## config.mk

```make
export PLATFORM = sky130hd
export DESIGN_NAME = instruction_encoder
export DESIGN_NICKNAME = d
export VERILOG_FILES = /design/src/rtl/instruction_encoder.sv
export SDC_FILE = /design/constraint.sdc
export NUM_CORES = 1
export LEC_CHECK = 0
export ABC_AREA = 1
export ABC_CLOCK_PERIOD_IN_PS = 2240
export BUFFER_PORTS_ARGS = -buffer_cell sky130_fd_sc_hd__buf_2
export CORE_MARGIN = 10
export CORE_UTILIZATION = 44
export DETAILED_ROUTE_END_ITERATION = 12
export PLACE_DENSITY_LB_ADDON = 0.1
export SYNTH_ARGS = -nofsm -noshare
export SYNTH_HDL_FRONTEND = slang
export SYNTH_SLANG_ARGS = --single-unit
```

## constraint.sdc

```tcl
create_clock -name clk -period 2.24 [get_ports clk]
set_input_delay 0.112 -clock clk [delete_from_list [all_inputs] [get_ports clk]]
set_output_delay 0.112 -clock clk [all_outputs]
set_load 0.01 [all_outputs]
```

## src/rtl/instruction_encoder.sv

```systemverilog
// RV32I field-to-word encoder with LI (LUI+ADDI) expansion over valid/ready.
// Define INSTR_ENC_CHECK_EN to reject immediates that do not fit their format.
`timescale 1ns/1ps
module instruction_encoder #(
    parameter int XLEN              = 32,
    parameter int REG_FILE_DEPTH    = 32,
    parameter int REG_FILE_ADDR_LEN = $clog2(REG_FILE_DEPTH)
) (
    input  logic                         clk,
    input  logic                         rst,
    input  logic                         in_valid,
    output logic                         in_ready,
    input  logic                         li,
    input  logic [6:0]                   opcode,
    input  logic [REG_FILE_ADDR_LEN-1:0] rd,
    input  logic [REG_FILE_ADDR_LEN-1:0] rs1,
    input  logic [REG_FILE_ADDR_LEN-1:0] rs2,
    input  logic [2:0]                   funct3,
    input  logic [6:0]                   funct7,
    input  logic [XLEN-1:0]              imm,
    output logic                         out_valid,
    input  logic                         out_ready,
    output logic [XLEN-1:0]              instr,
    output logic                         err
);

    localparam logic [6:0] OP_R      = 7'b0110011;
    localparam logic [6:0] OP_IMM    = 7'b0010011;
    localparam logic [6:0] OP_LOAD   = 7'b0000011;
    localparam logic [6:0] OP_JALR   = 7'b1100111;
    localparam logic [6:0] OP_STORE  = 7'b0100011;
    localparam logic [6:0] OP_BRANCH = 7'b1100011;
    localparam logic [6:0] OP_JAL    = 7'b1101111;
    localparam logic [6:0] OP_LUI    = 7'b0110111;
    localparam logic [6:0] OP_AUIPC  = 7'b0010111;

    typedef enum logic [0:0] {
        IDLE  = 1'b0,
        LI_LO = 1'b1
    } state_t;

    state_t      state_reg, state_next;
    logic        out_valid_reg, out_valid_next;
    logic [31:0] instr_reg, instr_next;
    logic        err_reg, err_next;
    logic [31:0] pend_reg, pend_next;

    logic [4:0]  rd_f, rs1_f, rs2_f;
    logic [31:0] imm_w;
    logic [31:0] word;
    logic        known;
    logic        range_bad;
    logic [19:0] li_hi;
    logic [11:0] li_lo;
    logic [31:0] lui_word, addi_x0_word, addi_rd_word;
    logic        accept, take;

    assign rd_f  = rd[4:0];
    assign rs1_f = rs1[4:0];
    assign rs2_f = rs2[4:0];
    assign imm_w = imm[31:0];

    // LI splits the constant so that the sign-extended ADDI low part
    // corrects the upper part; hi absorbs the borrow from imm[11].
    assign li_lo        = imm_w[11:0];
    assign li_hi        = imm_w[31:12] + {19'd0, imm_w[11]};
    assign lui_word     = {li_hi, rd_f, OP_LUI};
    assign addi_x0_word = {li_lo, 5'd0, 3'b000, rd_f, OP_IMM};
    assign addi_rd_word = {li_lo, rd_f, 3'b000, rd_f, OP_IMM};

`ifdef INSTR_ENC_CHECK_EN
    logic signed [31:0] simm;
    logic               fit_i, fit_b, fit_j, fit_u;
    assign simm  = $signed(imm_w);
    assign fit_i = (simm >= -32'sd2048) && (simm <= 32'sd2047);
    assign fit_b = !imm_w[0] && (simm >= -32'sd4096) && (simm <= 32'sd4094);
    assign fit_j = !imm_w[0] && (simm >= -32'sd1048576) && (simm <= 32'sd1048574);
    assign fit_u = (imm_w[11:0] == 12'd0);
`endif

    always_comb begin
        word      = '0;
        known     = 1'b1;
        range_bad = 1'b0;
        case (opcode)
            OP_R: begin
                word = {funct7, rs2_f, rs1_f, funct3, rd_f, opcode};
            end
            OP_IMM, OP_LOAD, OP_JALR: begin
                // Shift-immediates carry funct7 in the upper bits and a 5-bit shamt.
                if (opcode == OP_IMM && (funct3 == 3'b001 || funct3 == 3'b101))
                    word = {funct7, imm_w[4:0], rs1_f, funct3, rd_f, opcode};
                else
                    word = {imm_w[11:0], rs1_f, funct3, rd_f, opcode};
`ifdef INSTR_ENC_CHECK_EN
                range_bad = !fit_i;
`endif
            end
            OP_STORE: begin
                word = {imm_w[11:5], rs2_f, rs1_f, funct3, imm_w[4:0], opcode};
`ifdef INSTR_ENC_CHECK_EN
                range_bad = !fit_i;
`endif
            end
            OP_BRANCH: begin
                word = {imm_w[12], imm_w[10:5], rs2_f, rs1_f, funct3,
                        imm_w[4:1], imm_w[11], opcode};
`ifdef INSTR_ENC_CHECK_EN
                range_bad = !fit_b;
`endif
            end
            OP_JAL: begin
                word = {imm_w[20], imm_w[10:1], imm_w[11], imm_w[19:12], rd_f, opcode};
`ifdef INSTR_ENC_CHECK_EN
                range_bad = !fit_j;
`endif
            end
            OP_LUI, OP_AUIPC: begin
                word = {imm_w[31:12], rd_f, opcode};
`ifdef INSTR_ENC_CHECK_EN
                range_bad = !fit_u;
`endif
            end
            default: begin
                known = 1'b0;
            end
        endcase
    end

    assign in_ready = (state_reg == IDLE) && (!out_valid_reg || out_ready);
    assign accept   = in_valid && in_ready;
    assign take     = out_valid_reg && out_ready;

    always_comb begin
        state_next     = state_reg;
        out_valid_next = out_valid_reg;
        instr_next     = instr_reg;
        err_next       = 1'b0;
        pend_next      = pend_reg;
        case (state_reg)
            IDLE: begin
                // Acceptance implies any held word is consumed at this same edge.
                if (accept) begin
                    if (li) begin
                        out_valid_next = 1'b1;
                        if (li_hi == 20'd0) begin
                            instr_next = addi_x0_word;
                        end else begin
                            instr_next = lui_word;
                            pend_next  = addi_rd_word;
                            state_next = LI_LO;
                        end
                    end else if (!known || range_bad) begin
                        out_valid_next = 1'b0;
                        err_next       = 1'b1;
                    end else begin
                        out_valid_next = 1'b1;
                        instr_next     = word;
                    end
                end else if (take) begin
                    out_valid_next = 1'b0;
                end
            end
            LI_LO: begin
                if (take) begin
                    instr_next = pend_reg;
                    state_next = IDLE;
                end
            end
            default: begin
                state_next = IDLE;
            end
        endcase
    end

    always_ff @(posedge clk) begin
        if (rst) begin
            state_reg     <= IDLE;
            out_valid_reg <= 1'b0;
            instr_reg     <= '0;
            err_reg       <= 1'b0;
            pend_reg      <= '0;
        end else begin
            state_reg     <= state_next;
            out_valid_reg <= out_valid_next;
            instr_reg     <= instr_next;
            err_reg       <= err_next;
            pend_reg      <= pend_next;
        end
    end

    assign out_valid = out_valid_reg;
    assign instr     = XLEN'(instr_reg);
    assign err       = err_reg;

endmodule

```

* Word-level counts from Yosys, hierarchy flattened *
Cells that the tools add are included.
W data, S select, Z words.

word-level totals
  output and inout bits = 35
  input port bits = 69
  bits in registers = 60
  word-level logic and storage cells = 58

cells by class
  add/sub/neg operators = 1
  muxes and demuxes = 19
  bitwise operators = 3
  reductions and logical operators = 16
  eq/ne operators = 14

operator list
  operator              count
  $mux W32              6
  $pmux W32 S6          1
  $pmux W32 S2          1
  $eq A7 B6 Y1 const B  3
  $eq A7 B7 Y1 const B  3
  $add A20 B1 Y20       1
  $logic_not A20 Y1     1
  $eq A7 B5 Y1 const B  2
  $mux W1               10
  $reduce_or A9 Y1      1
  $eq A7 B2 Y1 const B  1
  $logic_and A1 B1 Y1   4
  $reduce_and A4 Y1     1
  $reduce_or A4 Y1      1
  $eq A3 B1 Y1 const B  1
  $eq A3 B3 Y1 const B  1
  $ne A3 B3 Y1 const B  1
  $not A1 Y1            3
  $reduce_and A3 Y1     1
  $reduce_or A3 Y1      1
  $logic_or A1 B1 Y1    2
  $ne A2 B1 Y1 const B  1
  $ne A2 B2 Y1 const B  1
  $pmux W1 S2           1
  4 further kinds       4

* Depth between registers and ports, before layout *
  depth after elaboration = 9
  gate-level depth with buffers = 18
  gate-level depth less buffers = 18

* Worst setup path after synthesis *
No wires, ideal clock.

  path type = input to register
  from = in imm[11]
  to = reg pend_reg[4]
  cell stages on the path = 14
  required time = 2.125 ns
  library setup time = 0.115 ns
  buffers on the path = 1
  slack = 0.241 ns
  arrival = 1.885 ns
  path through = ha_1 ha_1 nand2_1 nor2_2 nand2_1 nor2_2 xor2_2 nand2_2 nor2_8 nand3_4 nand3_4 inv_2 buf_6 o21a_1

on the way
  longest elaborated chain between the ends = 4

ends and longest elaborated chain
  element                             RTL line  source
  start, declared                     20        input logic [XLEN-1:0] imm,
  $add A20 B1 Y20                     66        assign li_hi = imm_w[31:12] + {19'd0, imm_w[11]};
  $logic_not A20 Y1                   146       if (li_hi == 20'd0) begin
  $not A1 Y1 (no source line)         n/a
  $reduce_and A4 Y1 (no source line)  n/a
  end signal, assigned                188       pend_reg <= pend_next;
  end, declared                       46        logic [31:0] pend_reg, pend_next;

Every way passes these cells.
A chain may end at the register's enable or synchronous reset.

* Final worst setup path *
  from = in imm[12]
  to = reg pend_reg[23]

Same word-level chain as after synthesis.

==> run_results.csv <==
group,metric,value,unit
finish,post-route-util,0.563,
die,placementRows,33,
finish,layout_commonest_cell,"nand2_1",
clock_network,path_clk_slew,100,ps
place,post-place-cells,838,
sta,rsz0062_at_grt,"false",
routing,wirelength,13200,um
die,core_region_area,8300,um^2
die,die_h,113,um
routing,vias,4461,
pwr,sw_frac_of_total,0.319,
place,dp_hpwl,10800,um
worst_setup_path,r2r_end,"instr[16]",
die,ios,104,
sta,slew_headroom,0.569,
pwr,p_int,1580,uW
place,placed_area,4560,um^2
finish,post_route_cells_drive_above_1_share,0.239,
yosys,yosysSeqAreaShare,0.280,
routing,first_iter_violations,261,
pwr,p_leak,0.00230,uW
sta,fmax,508,MHz
finish,area_growth,23.2,%
pwr,switchingPower,742,uW
sta,hold_violations,0,
yosys,synth_nets,695,
worst_setup_path,r2r_slack,520,ps
sta,drv_slew,0,
worst_setup_path,setup.worst_path.start,"imm[12]",
global_route,grt_pass1_wl,21200,um
clock_network,hold_buffers,0,
pwr,pwr_density_cell,498,nW/um^2
worst_setup_path,crit_path_end,"pend_reg[23]",
pwr,power_frac_seq,0.450,
clock_network,cts_buffers,5,
clock_network,cts_tree,"done",
place,dp_slack,-64.5,ps
yosys,synth_edf_count,0,
global_route,grt_max_degree,33,
finish,largest_register_ffs,32,
pwr,ir_drop,0.000242,V
place,place_congestion,0.923,
sta,fin_hold_ws,61.1,ps
yosys,ys_ff_latch,53,
global_route,antenna_found_initial,0,
sta,fin_skew,12.5,ps
routing,vias_per_cell,5.27,
sta,fin_crit,1970,ps
global_route,grt-ovfl-total,0,
routing,postRouteAntennaNets,0,
worst_setup_path,cp-start-kind,"primary input",
min_path,hold_class,"primary input to flop",
clock_network,insertion_delay,310,ps
yosys,synthArstFlopShare,0,
yosys,ys_warn_count,0,
finish,finalNonFillerCells,846,
sta,fin_ws,273,ps
worst_setup_path,path_class,"primary input to flop",
yosys,synth_area_per_cell,6.08,um^2
yosys,syn_area,3790,um^2
clock_network,cts_root_buf,"clkbuf_8",
clock_network,cts_resized,0,
place,port_buffers,103,
worst_setup_path,crit_required,2490,ps
finish,antenna_cells,0,
worst_setup_path,cp_max_fo,17,
run,cap_violations,0,
clock_network,cts_sinks,53,
finish,final_area,4670,um^2
die,start_util,0.457,
finish,n_fill_cell,900,
routing,wl_per_cell,15.6,um
sta,setup_violations,0,
yosys,synth.distinct_cells,40,
sta,worst_pin_slew,646,ps
worst_setup_path,rr_worst_depth,10,
global_route,grt_use_total,0.198,
die,die_w,113,um
pwr,pwr-share-clk,0.284,
finish,fin_nets,811,
clock_network,clk_path_buf_depth,2,
worst_setup_path,cp-end-kind,"flop",
sta,fin_crit_sh,0.878,
clock_network,cts_setup_buffers,0,
routing,first_pass_iters,5,
clock_network,h-tree-depth,2,
worst_setup_path,worst-endpoint-arrival,2220,ps
global_route,grt_pass1_vias,4185,
worst_setup_path,r2r_start,"out_valid",
die,dieArea,12700,um^2
outcome,status,"finished clean",
min_path,hold_depth,3,
routing,drc,0,
yosys,postSynthCellCount,624,
finish,final_cell_mix,"178 x nand2_1, 103 x buf_2, 63 x inv_1, 63 x a21oi_1, 54 x nor2_1",
yosys,synth-main-ff-cell,"dfxtp_1",
pwr,combPwrFrac,0.266,
-- critical path, stage by stage --
cell and delay [ps]:
buf_2 90, ha_1 190, nand2_1 60, nor2_1 230, nand2_1 170, o21ai_1 170, nand2_1 130, nor2_1 140
nand2_1 70, nor2_1 180, nand3_4 140, nand3_4 120, buf_12 150, o21ai_0 100, a21oi_1 160
-- how the worst min path moves through the flow --
stage | from | endpoint | slack, ps
4_1_cts | rd[4] | pend_reg[19] | 60
6_report | rd[3] | pend_reg[18] | 60
3_5_place_dp | rd[4] | pend_reg[19] | 400
2_1_floorplan | rd[0] | pend_reg[15] | 250
3_3_place_gp | rd[1] | pend_reg[16] | 390
5_1_grt | rd[1] | pend_reg[16] | 60
-- cell usage after synthesis, types with 2 or more instances --
master / number / area share
xor2_1: 4 / 0.0092
o211ai_1: 7 / 0.014
nor2_1: 54 / 0.053
nand2_1: 178 / 0.18
dfxtp_1: 53 / 0.28
o22ai_1: 2 / 0.0033
nand3_4: 2 / 0.0092
nand2_2: 7 / 0.012
buf_2: 4 / 0.0053
clkbuf_1: 13 / 0.013
inv_2: 7 / 0.0069
a22oi_1: 7 / 0.014
inv_1: 63 / 0.062
o21ai_0: 42 / 0.055
a21oi_1: 63 / 0.083
a31oi_1: 4 / 0.0066
nand4_1: 18 / 0.030
buf_1: 2 / 0.0020
nor2_2: 12 / 0.020
nor3_1: 3 / 0.0040
ha_1: 2 / 0.0066
o21ai_1: 8 / 0.011
buf_6: 4 / 0.012
nand3b_1: 3 / 0.0059
nand3_1: 46 / 0.061
nor3_2: 2 / 0.0053
-- layer usage --
metal  GRT usage  wire length (um)  share of wire
met1       0.265              6120           0.46
met2       0.308              5910           0.45
met3      0.0586              1000          0.076
met4      0.0381               143          0.011
met5           0                 0              0
-- cell type report --
cell class                      count  area (um^2)  area share
Clock buffer                        6         72.6      0.0155
Sequential cell                    53         1060       0.227
Clock inverter                      2         38.8     0.00830
Inverter                           70          263      0.0562
Timing Repair Buffer              133          766       0.164
Tap cell                          105          131      0.0281
Multi-Input combinational cell    477         2340       0.501
-- power groups by stage --
stage	registers (uW)	logic (uW)	clock network (uW)
after floorplan	1090	327	0
final	1050	619	660
after detailed placement	1070	615	0
after global routing	1060	692	708
after CTS	1050	618	673
after global placement	1070	609	0
-- cell families after synthesis --
logic type               Yosys count  synth area share
buffers and inverters             94             0.103
adder cells (fa/ha/maj)            2           0.00659
AND/OR/NAND/NOR                  330             0.390
flip-flops                        53             0.280
XOR/XNOR                           6            0.0208
AO/OA/AOI/OAI                    139             0.200
-- stage by stage --
stage / setup TNS [ps] / total power (uW)
floorplan: 0 / 1420
global placement: 0 / 1670
detailed placement: -564 / 1680
CTS: 0 / 2340
global route: 0 / 2460
finish: 0 / 2330
(Power assumes the default switching activity.)
